**src/rtl/int2float_share_ctrl.sv**
```systemverilog
// int2float_share_ctrl
// Shares one external int -> float converter between NREQ requesters. A round-robin
// arbiter grants one request at a time. The operand is registered onto conv_in. The
// block waits CONV_LAT cycles, captures conv_out, and returns it with the requester
// id over a valid/ready response port.
//
// Ports:
//   clk, rst_n        clock (rising edge), asynchronous active-low reset
//   req_valid/ready   per-requester handshake; req_ready is one-hot and only set in IDLE
//   req_data          packed operands, requester i at [i*IN_W +: IN_W]
//   rsp_valid/ready   response handshake; rsp_data/rsp_id are held until accepted
//   conv_in/conv_out  registered operand to the shared converter and its result
//   busy              controller is not idle
module int2float_share_ctrl #(
  parameter int unsigned NREQ     = 4,
  parameter int unsigned IN_W     = 11,
  parameter int unsigned OUT_W    = 7,
  parameter int unsigned CONV_LAT = 1
) (
  input  logic                     clk,
  input  logic                     rst_n,
  input  logic [NREQ-1:0]          req_valid,
  input  logic [NREQ*IN_W-1:0]     req_data,
  output logic [NREQ-1:0]          req_ready,
  output logic                     rsp_valid,
  output logic [OUT_W-1:0]         rsp_data,
  output logic [$clog2(NREQ)-1:0]  rsp_id,
  input  logic                     rsp_ready,
  output logic [IN_W-1:0]          conv_in,
  input  logic [OUT_W-1:0]         conv_out,
  output logic                     busy
);

  localparam int unsigned IDW = $clog2(NREQ);
  localparam int unsigned CW  = (CONV_LAT > 0) ? $clog2(CONV_LAT + 1) : 1;

  typedef enum logic [1:0] {StIdle, StConv, StResp} state_e;

  state_e         state;
  logic [IDW-1:0] rr_ptr;
  logic [IDW-1:0] id;
  logic [CW-1:0]  cnt;
  logic [IDW-1:0] grant_idx;
  logic           grant_vld;

  // Round-robin search starting at rr_ptr, wrapping modulo NREQ.
  always_comb begin
    logic [31:0] j;
    j         = '0;
    grant_vld = 1'b0;
    grant_idx = '0;
    for (int unsigned k = 0; k < NREQ; k++) begin
      j = (32'(rr_ptr) + k) % NREQ;
      if (!grant_vld && req_valid[j]) begin
        grant_vld = 1'b1;
        grant_idx = IDW'(j);
      end
    end
  end

  // Gated by rst_n so req_ready reads zero while reset is held.
  always_comb begin
    req_ready = '0;
    if (rst_n && (state == StIdle) && grant_vld) begin
      req_ready[grant_idx] = 1'b1;
    end
  end

  assign busy = (state != StIdle);

  always_ff @(posedge clk or negedge rst_n) begin
    if (!rst_n) begin
      state     <= StIdle;
      rr_ptr    <= '0;
      id        <= '0;
      cnt       <= '0;
      conv_in   <= '0;
      rsp_valid <= 1'b0;
      rsp_data  <= '0;
      rsp_id    <= '0;
    end else begin
      unique case (state)
        StIdle: begin
          // A grant in IDLE is always a handshake: ready is only raised on a valid bit.
          if (grant_vld) begin
            conv_in <= req_data[grant_idx*IN_W +: IN_W];
            id      <= grant_idx;
            cnt     <= CW'(CONV_LAT);
            rr_ptr  <= (grant_idx == IDW'(NREQ - 1)) ? '0 : grant_idx + 1'b1;
            state   <= StConv;
          end
        end
        StConv: begin
          if (cnt == '0) begin
            rsp_data  <= conv_out;
            rsp_id    <= id;
            rsp_valid <= 1'b1;
            state     <= StResp;
          end else begin
            cnt <= cnt - 1'b1;
          end
        end
        StResp: begin
          if (rsp_ready) begin
            rsp_valid <= 1'b0;
            state     <= StIdle;
          end
        end
        default: state <= StIdle;
      endcase
    end
  end

endmodule

```
**config.mk**
```make
export PLATFORM = sky130hd
export DESIGN_NAME = int2float_share_ctrl
export DESIGN_NICKNAME = d
export VERILOG_FILES = /design/src/rtl/int2float_share_ctrl.sv
export SDC_FILE = /design/constraint.sdc
export NUM_CORES = 1
export LEC_CHECK = 0
export BUFFER_PORTS_ARGS = -buffer_cell sky130_fd_sc_hd__buf_4
export CORE_MARGIN = 3
export CORE_UTILIZATION = 48
export CTS_CLUSTER_SIZE = 10
export DETAILED_ROUTE_END_ITERATION = 10
export PLACE_DENSITY = 0.85
export SLEW_MARGIN = 20
export SYNTH_ARGS = -nofsm -noshare
export SYNTH_HDL_FRONTEND = slang
export SYNTH_SLANG_ARGS = --single-unit
```
**constraint.sdc**
```tcl
create_clock -name clk -period 5.5 [get_ports clk]
set_clock_uncertainty 0.05 [all_clocks]
set_input_delay 0.825 -clock clk [delete_from_list [all_inputs] [get_ports clk]]
set_output_delay 0.825 -clock clk [all_outputs]
set_load 0.02 [all_outputs]
```
; ---- Yosys cells after proc, flatten, opt, wreduce, memory -nomap -nowiden
; Index checks and enable logic that the tools add are counted.
[word_totals]
inputBits = 58
register_bits = 28
elab_cells = 76
[classes]
n_mux = 30
n_addsub = 5
n_mul = 1
n_shift = 1
order_cmp = 6
n_eq_ne = 6
n_reduce_logical = 18
bitwise = 1
[op_table]
columns = operator, n
row1 = $shiftx 44x7->11, 1
row2 = $mux 2, 8
row3 = $lt 2x3->1 const B, 5
row4 = $mux 1, 13
row5 = $bmux 1 s2, 4
row6 = $logic_and 1x1->1, 6
row7 = $mul 2x4->6 const B, 1
row8 = $ne 2x2->1 const B, 3
row9 = $pmux 2 s3, 1
row10 = $reduce_and 2->1, 3
row11 = $reduce_and 3->1, 2
row12 = $reduce_bool 2->1, 3
row13 = $add 2x1->2 const B, 2
row14 = $add 2x2->2 const B, 2
row15 = $eq 2x2->1 const B, 2
row16 = $mux 4, 1
row17 = $pmux 1 s2, 2
row18 = $logic_not 1->1, 3
row19 = $demux 1 s2, 1
row20 = $eq 2x1->1 const B, 1
row21 = $ge 2x1->1 const B, 1
row22 = $logic_not 2->1, 1
row23 = $not 1->1, 1
row24 = $sub 1x1->1 const B, 1

; ---- Logic depth before layout (Yosys ltp)
; Gate-level depths: netlist of the first run.
[depth]
word_depth = 17
depth_mapped = 8

; ---- Least setup slack after synthesis of the first run
; OpenSTA, ideal clock, no wires.
[synth_timing]
path_kind = input to output
start = in req_valid[2]
end = out req_ready[2]
required_ns = 4.625
t_arrival_ns = 2.241
path_buffers = 2
slack_ns = 2.384
cell_stages = 6
path_cell_list = nand2b_1 -> a21o_1 -> and3_4 -> buf_6 -> buf_2 -> nor4_1
[synth_via]
elab_chain_len = 17
elab_cells_between_ends = 29
[synth_lines]
columns = item, line
row1 = "start, declared", 22  ; input logic [NREQ-1:0] req_valid,
row2 = $bmux 1 s2, 54  ; if (!grant_vld && req_valid[j]) begin
row3 = $mux 1 (not written as such), 54
row4 = $mux 1, 54
row5 = $logic_not 1->1, 54
row6 = $logic_and 1x1->1, 54
row7 = $mux 1, 54
row8 = $logic_not 1->1, 54
row9 = $logic_and 1x1->1, 54
row10 = $mux 1, 54
row11 = $logic_not 1->1, 54
row12 = $logic_and 1x1->1, 54
row13 = $mux 2, 54
row14 = $lt 2x3->1 (not written as such) or $ge 2x1->1 (tied branches), 65  ; req_ready[grant_idx] = 1'b1;
row15 = $logic_and 1x1->1 (not written as such), 65
row16 = $mux 1 (not written as such), 65
row17 = $demux 1 s2, 65
row18 = $mux 4 *, 64  ; if (rst_n && (state == StIdle) && grant_vld) begin
row19 = "end, declared", 24  ; output logic [NREQ-1:0] req_ready,
; Mark *: on every way between the ends. The rest lies on a longest branch, timed or not. The select of a mux whose other input is x is not followed.

; ---- Worst setup path in the final report of the first run
[layout_timing]
start = reg state[1]
end = out req_ready[0]
[layout_via]
elab_chain_len = 4
[layout_lines]
columns = item, line
row1 = "start, declared", 39  ; state_e state;
row2 = "start signal, assigned", 73  ; state <= StIdle;
row3 = "start signal, assigned", 90  ; state <= StConv;
row4 = "start signal, assigned", 98  ; state <= StResp;
row5 = $logic_not 2->1, 64
row6 = $logic_and 1x1->1 (2 in series), 64
row7 = $mux 4, 64
; Every way passes these cells.

==> results.cfg, run 1 <==
[outcome]
outcome = finished clean

[final_layout]
drive_gt1_share_pct = 44.6
utilization_pct = 73.0
final_area_um2 = 2250
n_antenna_cell = 0
final_nets = 293
fillers = 254
area_delta_synth_final_pct = 44.8

[grt]
grt_overflow = 0
antenna_found_initial = 0
grt_max_degree = 31
grt_pass1_wl_um = 6820
track_usage_pct = 21.1
grt_pass1_vias = 1548

[clocking]
clk_latency_ns = 0.31
cts_buffers = 3
clockRootBuffer = clkbuf_4
h-tree-depth = 1
cts_tree = done
clock-sinks = 28
post_cts_resized = 0
clockBufferDepth = 2
clk_pin_slew_ns = 0.15
hold_buffers = 0
cts_setup_buffers = 0

[timing]
tightest_slew_ns = 0.756
fin_crit_sh_pct = 57.9
slew_headroom_pct = 49.3
fin_crit_ns = 3.18
tns_ns = 0
finalSetupViolations = 0
maxClockFrequency_ghz = 0.314
hold_viol = 0
finalWorstSetupSlack_ns = 2.32
slew_viol_final = 0
rsz0062_at_grt = no

[die]
die_w_um = 62.9
core.rowCount = 20
core_region_area_um2 = 3080
dieHeight_um = 62.9
pin_count = 84
initial_core_util_pct = 50.4
dieArea_um2 = 3950

[synthesis]
post_synth_inst_count = 153
synth_warnings = 0
yosys.area.top_type = dfrtp_1
synth-compound-area-share_pct = 20.2
ys_seq_area_share_pct = 45.2
synth_top_family_by_area = compound AO/OA/AOI/OAI gates
ys_types = 34
syn_area_um2 = 1550
synth_nets = 212
avgSynthCellArea_um2 = 10.1
synth.area.top_cells = dfrtp_1 (45%), a211oi_1 (10%), mux2i_1 (7.7%), mux2_2 (6.5%), a31oi_1 (4.0%)
synth-edff-count = 0
synth_top_area_share_pct = 45.2
synthAdderAreaFrac_pct = 0.806
synthTopCellsByCount = dfrtp_1 (28), a211oi_1 (21), nor2_1 (16), inv_1 (12), mux2i_1 (12)
synth_simple_gate_area_share_pct = 12.9
synth_mux_area_share_pct = 15.2
yosys_register_bits = 28
synth-main-ff-cell = dfrtp_1
synth-xor-area-share_pct = 0
async_flop_share_pct = 100
synth.most_common_cell = dfrtp_1

[pwr]
p_leak_uw = 0.00109
power.density_nw_per_um2 = 511
ir_worst_vdd_uv = 220

[routing]
remaining_drc_errors = 0
antenna_left = 0
wl_per_cell_um = 14.0
routed_wl_um = 3880
vias = 1483
first_pass_iters = 4
drt_iter0_markers = 56
via_per_inst = 5.35

[run]
cap_violations = 0

[place]
dp_slack_ns = 2.37
placed_area_um2 = 2190
dpl.hpwl_um = 3040
io_buffers = 83
routabilityCongestion = 0.819

[worst_setup_path]
worstSetupStartpointType = register
crit_type = reg2out
end_kind = output port
path_max_fanout = 18
worst_ep_required_time_ns = 4.62
worstPathArrival_ns = 2.31

[hold_path]
hp-class = in2async
[where the power goes]
group | leakage (uW) | switching, uW | internal (uW)
logic | 0.000742 | 344 | 296
clock network | 0.0000279 | 59.9 | 73.6
registers | 0.000323 | 64.8 | 309
[state kept, by name, summed over array words and instances (netlist names)]
register	flops
rsp_valid	1
rr_ptr	2
rsp_data	7
rsp_id	2
state	2
cnt	1
conv_in	11
id	2
[per-layer routing]
metal	vias up	global-route usage (%)	routed length, um	share of wire, %
li1	721	-	-	-
met1	672	27.6	1720	44
met2	84	34.0	1710	44
met3	6	5.40	388	10
met4	0	7.44	61	1.6
met5	-	0	0	0
[cell families after synthesis]
logic type               count (synthesis)
AO/OA/AOI/OAI                           43
flip-flops                              28
buffers and inverters                   20
multiplexers                            22
AND/OR/NAND/NOR                         39
adder cells (fa/ha/maj)                  1
[cell type report]
cell class                      instances  area [um^2]  area share (%)
Clock inverter                          1         30.0            1.34
Tap cell                               44         55.1            2.45
Inverter                               12         45.0            2.01
Sequential cell                        28          701            31.2
Timing Repair Buffer                   84          631            28.1
Multi-Input combinational cell        105          762            33.9
Clock buffer                            3         22.5            1.00
[critical path, stage by stage (launching register included)]
cell and delay, ns:
dfrtp_1 0.47, or2_1 0.30, nor2_2 0.57, nand2_1 0.19, nor3_1 0.26, buf_4 0.20
[final timing paths]
| path | from | endpoint | slack (ns) | cells past startpoint |
|---|---|---|---|---|
| setup / recovery | state[1] | req_ready[0] | 2.32 | 5 |
| hold / removal | rst_n | id[1] | 0.34 | 1 |
| setup reg to reg | state[1] | conv_in[10] | 3.11 | 5 |
| hold reg to reg | id[1] | id[1] | 0.44 | 1 |
| max in group asynchronous | rst_n | conv_in[1] | 4.79 | 1 |
| min in group clk | id[1] | id[1] | 0.44 | 1 |
[per-stage QoR]
stage               hold slack, ns  std cells  total power, uW
floorplan                    0.391        153              796
global placement             0.405        273             1010
detailed placement           0.415        273             1020
CTS                          0.344        277             1160
global route                 0.348        277             1240
finish                       0.345        277             1150
[cells in the final DEF, fill, tap and decap left out, drive strengths merged, types with 2 or more instances in the layout]
cell | netlist | final
and3 | 2 | 2
nor2 | 17 | 17
dfrtp | 28 | 28
a31oi | 10 | 10
inv | 12 | 12
nand2 | 8 | 8
nand2b | 2 | 2
a21o | 2 | 2
nor3 | 3 | 3
buf | 4 | 84
a211oi | 22 | 22
o211ai | 2 | 2
mux2 | 10 | 10
o21ai | 3 | 3
mux2i | 12 | 12
or2 | 2 | 2
nor3b | 2 | 2
nor4 | 2 | 2
clkbuf | 4 | 3
No activity file was read; power rests on OpenSTA's default activity.
==> run 2: changes to the inputs <==
--- a/config.mk
+++ b/config.mk
@@ -7,10 +7,10 @@
 export LEC_CHECK = 0
 export BUFFER_PORTS_ARGS = -buffer_cell sky130_fd_sc_hd__buf_4
 export CORE_MARGIN = 3
-export CORE_UTILIZATION = 48
+export CORE_UTILIZATION = 44
 export CTS_CLUSTER_SIZE = 10
 export DETAILED_ROUTE_END_ITERATION = 10
-export PLACE_DENSITY = 0.85
+export PLACE_DENSITY = 0.79
 export SLEW_MARGIN = 20
 export SYNTH_ARGS = -nofsm -noshare
 export SYNTH_HDL_FRONTEND = slang
==> constraint.sdc (replaced) <==
create_clock -name clk -period 3.2 [get_ports clk]
set_clock_uncertainty 0.05 [all_clocks]
set_input_delay 0.48 -clock clk [delete_from_list [all_inputs] [get_ports clk]]
set_output_delay 0.48 -clock clk [all_outputs]
set_load 0.02 [all_outputs]
==> results.cfg, run 2 (same netlist as run 1, synthesis figures left out) <==
[worst_setup_path]
worstSetupStartpointType = register
r2r_cells = 5
r2r_slack_ns = 0.83
crit_path_cell_trace = or2_1, nor2_2, nand2_1, nor3b_1, buf_4
startpoint = state[1]
max_stage_delay_ns = 0.54
critical-path-slowest-cell = nor2_2
path_max_fanout = 18
end_kind = output port
r2r-end = conv_in[2]
worst_ep_required_time_ns = 2.67
crit_end = req_ready[1]
r2r-start = state[1]
worstPathArrival_ns = 2.27
crit_type = reg2out

[place]
dpl.hpwl_um = 3300
placed_area_um2 = 2190
routabilityCongestion = 0.970
io_buffers = 83

[timing]
rsz0062_at_grt = no
whs_ns = -0.00264
finalSetupViolations = 0
fin_crit_ns = 2.80
tightest_slew_ns = 0.772
maxClockFrequency_ghz = 0.358
slew_headroom_pct = 48.2
tns_ns = 0
hold_viol = 2
slew_viol_final = 0
fin_crit_sh_pct = 87.4

[grt]
grt_overflow = 0
grt_max_degree = 31
track_usage_pct = 20.6
grt_pass1_wl_um = 6870
antenna_found_initial = 0
grt_pass1_vias = 1512

[die]
die_w_um = 65.4
initial_core_util_pct = 48.4
dieHeight_um = 65.4
core_region_area_um2 = 3200
dieArea_um2 = 4270
core.rowCount = 20
pin_count = 84

[clocking]
clock-sinks = 28
cts_tree = done
cts_buffers = 3
clockBufferDepth = 2
cts_setup_buffers = 0
h-tree-depth = 1
post_cts_resized = 0
clockRootBuffer = clkbuf_4
clk_latency_ns = 0.32
hold_buffers = 0
clk_pin_slew_ns = 0.15

[routing]
wl_per_cell_um = 14.8
first_pass_iters = 4
drt_iter0_markers = 67
routed_wl_um = 4100
via_per_inst = 5.34
vias = 1479
remaining_drc_errors = 0
antenna_left = 0

[final_layout]
reg_top3 = conv_in: 11 flops, rsp_data: 7 flops
final_area_um2 = 2230
final_common_cell = buf_4
largest_reg_flops = 11
seq_area_um2 = 701
fillers = 270
final_nets = 293
regMostFlops = conv_in
mostFrequentLayoutCells = buf_4 (84), dfrtp_1 (28), a211oi_1 (21)
area_delta_synth_final_pct = 43.7
drive_gt1_share_pct = 44.6
n_antenna_cell = 0
utilization_pct = 69.6
multi_input_area_um2 = 762

[outcome]
violations = hold timing
outcome = complete, but fails checks

[pwr]
power.density_nw_per_um2 = 864
power_uw = 1930
ir_worst_vdd_uv = 483
p_leak_uw = 0.00109

[run]
cap_violations = 0

[hold_path]
hp-class = in2async
[run 2: cell types whose count changed in the layout (fill, tap and decap cells not counted), sizes merged]
| cell | before | now |
|---|---|---|
| bufinv | 1 | 0 |
| clkbuf | 3 | 4 |
[run 2: worst max-delay path, delay by kind of cell (launching register included)]
kind                   cells  cell delay, ns
buffers and inverters      1            0.19
flip-flops                 1            0.47
AND/OR/NAND/NOR            4            1.29
[run 2: worst min path at each step]
stage / end / slack, ns / cells after the start
floorplan: cnt / 0.13 / 0
detailed placement: rsp_data[6] / 0.38 / 1
global placement: rsp_data[0] / 0.37 / 1
global route: rsp_id[0] / 0.007 / 1
finish: rsp_data[6] / -0.003 / 1
CTS: rsp_data[6] / 0.005 / 1
[run 2: cell type report]
cell class,instances,area share [%]
multi-input combinational,105,34.2
tap,44,2.47
inverter,12,2.02
clock buffer,4,1.63
sequential,28,31.4
timing repair buffer,84,28.3
[run 2: power breakdown]
| part | leakage (uW) | internal, uW | switching, uW |
|---|---|---|---|
| clock | 0.0000210 | 69.6 | 100 |
| sequential | 0.000323 | 531 | 120 |
| combinational | 0.000742 | 509 | 597 |
| total | 0.00109 | 1110 | 818 |
[run 2: per-stage QoR]
step,hold WS (ns),worst slack [ns],instances
2_1_floorplan,0.134,0.728,153
3_3_place_gp,0.366,0.791,273
3_5_place_dp,0.375,0.740,273
4_1_cts,0.00542,0.411,277
5_1_grt,0.00681,0.173,277
6_report,-0.00264,0.403,277
[run 2: metal layers]
| layer | wire, um | up-vias | GRT usage [%] | part of all wire, % |
|---|---|---|---|---|
| met4 | 23 | 0 | 6.22 | 0.56 |
| met5 | 0 | - | 0 | 0 |
| met3 | 348 | 2 | 3.08 | 8.5 |
| met1 | 1730 | 676 | 27.2 | 42 |
| li1 | - | 724 | - | - |
| met2 | 2000 | 77 | 34.9 | 49 |
